$ cat src/rtl/modexp_ctrl.sv
// rtl/modexp_ctrl.sv - right-to-left square-and-multiply modexp sequencer
// Drives a shared WxW multiplier and 2W divider through run/ready_n handshakes.
module modexp_ctrl #(
  parameter int W       = 32,
  parameter int TIMEOUT = 4096
) (
  input  logic           clk,
  input  logic           rst_n,
  input  logic           start,
  input  logic [W-1:0]   base,
  input  logic [W-1:0]   exp,
  input  logic [W-1:0]   modulus,
  output logic [W-1:0]   result,
  output logic           ready_n,
  output logic           busy,
  output logic           err,
  output logic [W-1:0]   mul_a,
  output logic [W-1:0]   mul_b,
  output logic           mul_rst_n,
  input  logic [2*W-1:0] mul_result,
  input  logic           mul_ready_n,
  output logic [2*W-1:0] div_a,
  output logic [2*W-1:0] div_b,
  output logic           div_rst_n,
  input  logic [2*W-1:0] div_r,
  input  logic           div_ready_n
);

  typedef enum logic [3:0] {
    S_IDLE, S_CHK, S_RED, S_STEP, S_MULR, S_DIVR, S_MULB, S_DIVB, S_DONE
  } state_t;

  localparam int             WDW     = $clog2(TIMEOUT + 1);
  localparam logic [WDW-1:0] WD_LAST = WDW'(TIMEOUT - 1);
  localparam logic [W-1:0]   ONE     = {{(W-1){1'b0}}, 1'b1};

  state_t         state_q;
  logic [W-1:0]   r_q, b_q, e_q, n_q;
  logic [WDW-1:0] wdog_q;
  logic           run_q;

  logic           is_mul, unit_done, unused_div_hi;
  logic [W-1:0]   e_half;

  assign is_mul        = (state_q == S_MULR) || (state_q == S_MULB);
  assign unit_done     = is_mul ? !mul_ready_n : !div_ready_n;
  assign e_half        = e_q >> 1;
  // Remainder is always below n, so the upper half of div_r carries nothing.
  assign unused_div_hi = ^div_r[2*W-1:W];

  always_ff @(posedge clk or negedge rst_n) begin
    if (!rst_n) begin
      state_q   <= S_IDLE;
      r_q       <= '0;
      b_q       <= '0;
      e_q       <= '0;
      n_q       <= '0;
      wdog_q    <= '0;
      run_q     <= 1'b0;
      result    <= '0;
      ready_n   <= 1'b1;
      busy      <= 1'b0;
      err       <= 1'b0;
      mul_a     <= '0;
      mul_b     <= '0;
      mul_rst_n <= 1'b0;
      div_a     <= '0;
      div_b     <= '0;
      div_rst_n <= 1'b0;
    end else begin
      case (state_q)
        S_IDLE, S_DONE: begin
          if (start) begin
            b_q     <= base;
            e_q     <= exp;
            n_q     <= modulus;
            r_q     <= ONE;
            run_q   <= 1'b0;
            result  <= '0;
            ready_n <= 1'b1;
            err     <= 1'b0;
            busy    <= 1'b1;
            div_b   <= {{W{1'b0}}, modulus};
            state_q <= S_CHK;
          end
        end
        S_CHK: begin
          if (n_q == '0 || n_q == ONE) begin
            err     <= (n_q == '0);
            result  <= '0;
            ready_n <= 1'b0;
            busy    <= 1'b0;
            state_q <= S_DONE;
          end else begin
            div_a   <= {{W{1'b0}}, b_q};
            state_q <= S_RED;
          end
        end
        S_STEP: begin
          if (e_q == '0) begin
            result  <= r_q;
            ready_n <= 1'b0;
            busy    <= 1'b0;
            state_q <= S_DONE;
          end else if (e_q[0]) begin
            mul_a   <= r_q;
            mul_b   <= b_q;
            state_q <= S_MULR;
          end else begin
            // Even exponent: a nonzero shifted value is guaranteed, so square next.
            e_q     <= e_half;
            mul_a   <= b_q;
            mul_b   <= b_q;
            state_q <= S_MULB;
          end
        end
        default: begin
          if (!run_q) begin
            run_q  <= 1'b1;
            wdog_q <= '0;
            if (is_mul) mul_rst_n <= 1'b1;
            else        div_rst_n <= 1'b1;
          end else if (unit_done) begin
            run_q     <= 1'b0;
            mul_rst_n <= 1'b0;
            div_rst_n <= 1'b0;
            case (state_q)
              S_RED: begin
                b_q     <= div_r[W-1:0];
                state_q <= S_STEP;
              end
              S_MULR: begin
                div_a   <= mul_result;
                state_q <= S_DIVR;
              end
              S_DIVR: begin
                r_q <= div_r[W-1:0];
                e_q <= e_half;
                if (e_half != '0) begin
                  mul_a   <= b_q;
                  mul_b   <= b_q;
                  state_q <= S_MULB;
                end else begin
                  state_q <= S_STEP;
                end
              end
              S_MULB: begin
                div_a   <= mul_result;
                state_q <= S_DIVB;
              end
              S_DIVB: begin
                b_q     <= div_r[W-1:0];
                state_q <= S_STEP;
              end
              default: state_q <= S_IDLE;
            endcase
          end else if (wdog_q == WD_LAST) begin
            run_q     <= 1'b0;
            mul_rst_n <= 1'b0;
            div_rst_n <= 1'b0;
            err       <= 1'b1;
            result    <= '0;
            ready_n   <= 1'b0;
            busy      <= 1'b0;
            state_q   <= S_DONE;
          end else begin
            wdog_q <= wdog_q + 1'b1;
          end
        end
      endcase
    end
  end

endmodule

$ cat config.mk
export PLATFORM = sky130hd
export DESIGN_NAME = modexp_ctrl
export DESIGN_NICKNAME = d
export VERILOG_FILES = /design/src/rtl/modexp_ctrl.sv
export SDC_FILE = /design/constraint.sdc
export NUM_CORES = 1
export LEC_CHECK = 0
export CAP_MARGIN = 20
export CELL_PAD_IN_SITES_DETAIL_PLACEMENT = 1
export CELL_PAD_IN_SITES_GLOBAL_PLACEMENT = 1
export CORE_MARGIN = 3
export CORE_UTILIZATION = 40
export CTS_CLUSTER_SIZE = 30
export DETAILED_ROUTE_END_ITERATION = 12
export DONT_BUFFER_PORTS = 1
export PLACE_DENSITY = 0.74
export SLEW_MARGIN = 20
export SYNTH_ARGS = -nofsm -noshare
export SYNTH_HDL_FRONTEND = slang
export SYNTH_SLANG_ARGS = --single-unit
$ cat constraint.sdc
create_clock -name clk -period 3.8 [get_ports clk]
set_input_delay 0.76 -clock clk [delete_from_list [all_inputs] [get_ports clk]]
set_output_delay 0.76 -clock clk [all_outputs]
set_load 0.01 [all_outputs]
==> flow_summary_export.csv <==
group,metric,value,unit
cts,cts_buffers,36,
pwr,power_frac_seq,43.6,%
finish,layout_common_cells,"dfrtp_1 (310), nand2_1 (199), o21ai_0 (138)",
global_route,grt_pass1_vias,10200,
sta,drv_slew,0,
sta,setup_ws,0.824,ns
synth,synth_fa_ha_area_share,0.0931,%
sta,finalSetupTns,0,ns
synth,synth_top_area_share,57.7,%
synth,synth-seq-cells,311,
pwr,powerDensity,925,nW/um^2
finish,area_delta_synth_final,10.3,%
finish,fin_nets,1428,
die,core_area,32800,um^2
worst_hold_path,hold_class,"in -> async",
synth,synth.largest_area_cell,"dfrtp_1",
finish,regArea,7780,um^2
setup_path,crit_chain,"nor4_1 -> nand4_1 -> or2_1 -> o21ai_0 -> nand3_4 -> a22o_1",
synth,ys_warn_count,0,
finish,final_common_cell,"dfrtp_1",
cts,clock_path_buffers,3,
sta,worst_pin_slew,1.02,ns
sta,timing.final.crit_period,2.98,ns
sta,fmax,336,MHz
sta,fin_hold_ws,-0.0556,ns
pwr,clkPwrFrac,24.6,%
synth,ys_seq_area_share,57.9,%
sta,finalCritPeriodShare,78.3,%
die,die_h,189,um
setup_path,rrSetupSlack,0.82,ns
setup_path,critPathKind,"reg -> reg",
synth,ys_top_cells_by_area,"dfrtp_1 (58%), nand2_1 (5.6%), o21ai_0 (5.1%)",
setup_path,r2r_cells,6,
synth,synth-edff-count,0,
setup_path,startpoint,"e_q[9]",
cts,cts_tree,"built",
setup_path,r2r_start,"e_q[9]",
synth,synth-compound-area-share,15.6,%
sta,fin_skew,0.0216,ns
sta,report.final.hold_viol_count,98,
route,drc,0,
setup_path,endpoint_kind,"flip-flop",
setup_path,max_stage_delay,0.55,ns
finish,multi_input_area,5170,um^2
sta,rsz0062_at_grt,"no",
synth,ys_types,52,
synth,synth_top_family_by_area,"compound AO/OA/AOI/OAI gates",
pwr,vdd_ir_drop_max,628,uV
global_route,gr-total-overflow,0,
die,start_util,41.0,%
status,status,"finished, violations left",
cts,cts_sinks,311,
synth,synth-simple-area-share,10.2,%
finish,postLayoutCellArea,14800,um^2
cts,insertion_delay,0.52,ns
sta,slew_headroom,31.9,%
synth,syn_inst,1228,
status,violations,"hold timing",
die,die_area,35800,um^2
place,postPlaceCellArea,13700,um^2
sta,setup_viol,0,
global_route,grt_max_degree,312,
route,drt-total-wl,40.7,mm
setup_path,worstSetupStartpointType,"flip-flop",
cts,cts_setup_buffers,0,
die,die_w,189,um
finish,fillCellCount,3551,
route,antenna_left,0,
synth,synth-xor-area-share,0.717,%
route,initialDrtViolationCount,432,
place,port_buffers,0,
setup_path,critical_path_arrival,3.37,ns
cts,root_buffer,"clkbuf_16",
route,num_vias,9480,
pwr,switching_share,41.0,%
setup_path,required,4.19,ns
cts,cts_resized,0,
setup_path,cpMaxStageDelayCell,"nand3_4",
synth,syn-cell-area,13400,um^2
pwr,switching_power,5.62,mW
route,avgRoutedWirePerCell,24.5,um
synth,synthFlopType,"dfrtp_1",
pwr,p_total,13.7,mW
setup_path,reg2reg_to,"result[23]",
setup_path,critPathCapture,"result[23]",
finish,drive_gt1_share,12.2,%
global_route,grt_pass1_wl,62.4,mm
place,dpl.hpwl,26.2,mm
place,gp_congestion,0.782,
die,pin_count,458,
global_route,grt_antenna_before_repair,1,
die,fp-row-count,66,
setup_path,cp_max_fo,34,
route,firstDrtPassIters,4,
pwr,p_leak,7.03,nW
global_route,grtUsageTotal,22.2,%
run,drv_cap,0,
pwr,comb_power_share,31.8,%
place,pre_cts_slack,0.865,ns
cts,htreeDepth,2,
synth,synth_area_per_cell,10.9,um^2
pwr,p_int,8.09,mW
cts,clkTransAtPathRegs,0.06,ns
synth,synthArstFlopShare,100,%
synth,muxShareOfSynthArea,10.6,%
route,vias_per_cell,5.70,
synthesized netlist by cell type, drive strengths merged (33+ instances only):
cell	number
a21o	34
a21oi	43
a22o	64
a31oi	33
buf	65
clkbuf	50
dfrtp	310
mux2	66
mux2i	68
nand2	200
nor2	61
o21ai	142
power by group through the flow:
stage	sequential (mW)	combinational (mW)	clock, mW
2_1_floorplan	5.50	3.42	0
3_3_place_gp	5.97	4.17	0
3_5_place_dp	6.04	4.37	0
4_1_cts	5.99	4.41	3.46
5_1_grt	6.14	4.91	3.61
6_report	5.98	4.35	3.38
worst max-delay path, delay by kind of cell (launching register included):
kind / cells / cell delay, ns
AOI/OAI and AO/OA: 2 / 0.83
DFF: 1 / 0.40
and+or+nand+nor: 4 / 1.60
metal layers:
metal | vias to the layer above | share of wire [%] | GRT usage, % | routed length [um]
li1 | 4212 | - | - | -
met1 | 4859 | 41 | 27.8 | 16700
met2 | 324 | 48 | 37.3 | 19700
met3 | 85 | 7.1 | 5.72 | 2900
met4 | 0 | 3.4 | 8.02 | 1400
met5 | - | 0 | 0 | 0
cells by family after synthesis:
group | count (synthesis)
AOI/OAI and AO/OA | 329
xor gates and xnor gates | 11
adders and majority gates | 1
buffers and inverters | 122
DFF | 311
muxes | 134
other | 1
and+or+nand+nor | 319
worst min-delay path by stage:
stage	start	endpoint	slack [ns]	depth (start not counted)
after floorplan	rst_n	b_q[0]	0.46	0
after CTS	rst_n	mul_b[18]	-0.08	0
after global routing	rst_n	mul_a[18]	-0.08	0
final	rst_n	div_a[18]	-0.06	0
after detailed placement	rst_n	div_a[18]	0.47	0
after global placement	rst_n	mul_b[18]	0.47	0
per-stage QoR:
step                      util, %  cells
after floorplan                 -   1259
after global placement       41.7   1602
after detailed placement     41.7   1602
after CTS                    45.2   1662
after global routing         45.2   1663
final                        45.2   1663
final cells by class:
| type | count | area share, % |
|---|---|---|
| Antenna cell | 1 | 0.0169 |
| Clock buffer | 50 | 7.18 |
| Clock inverter | 10 | 0.574 |
| Inverter | 7 | 0.177 |
| Multi-Input combinational cell | 826 | 34.9 |
| Sequential cell | 311 | 52.5 |
| Tap cell | 442 | 3.73 |
| Timing Repair Buffer | 16 | 0.895 |
state kept, by name, summed over array words and instances, names as in the netlist, 4 cells and up:
signal / count
div_a: 64
b_q: 32
div_b: 32
e_q: 32
mul_a: 32
mul_b: 32
r_q: 32
result: 32
wdog_q: 13
state_q: 4
Power figures use the tool's default switching activity.
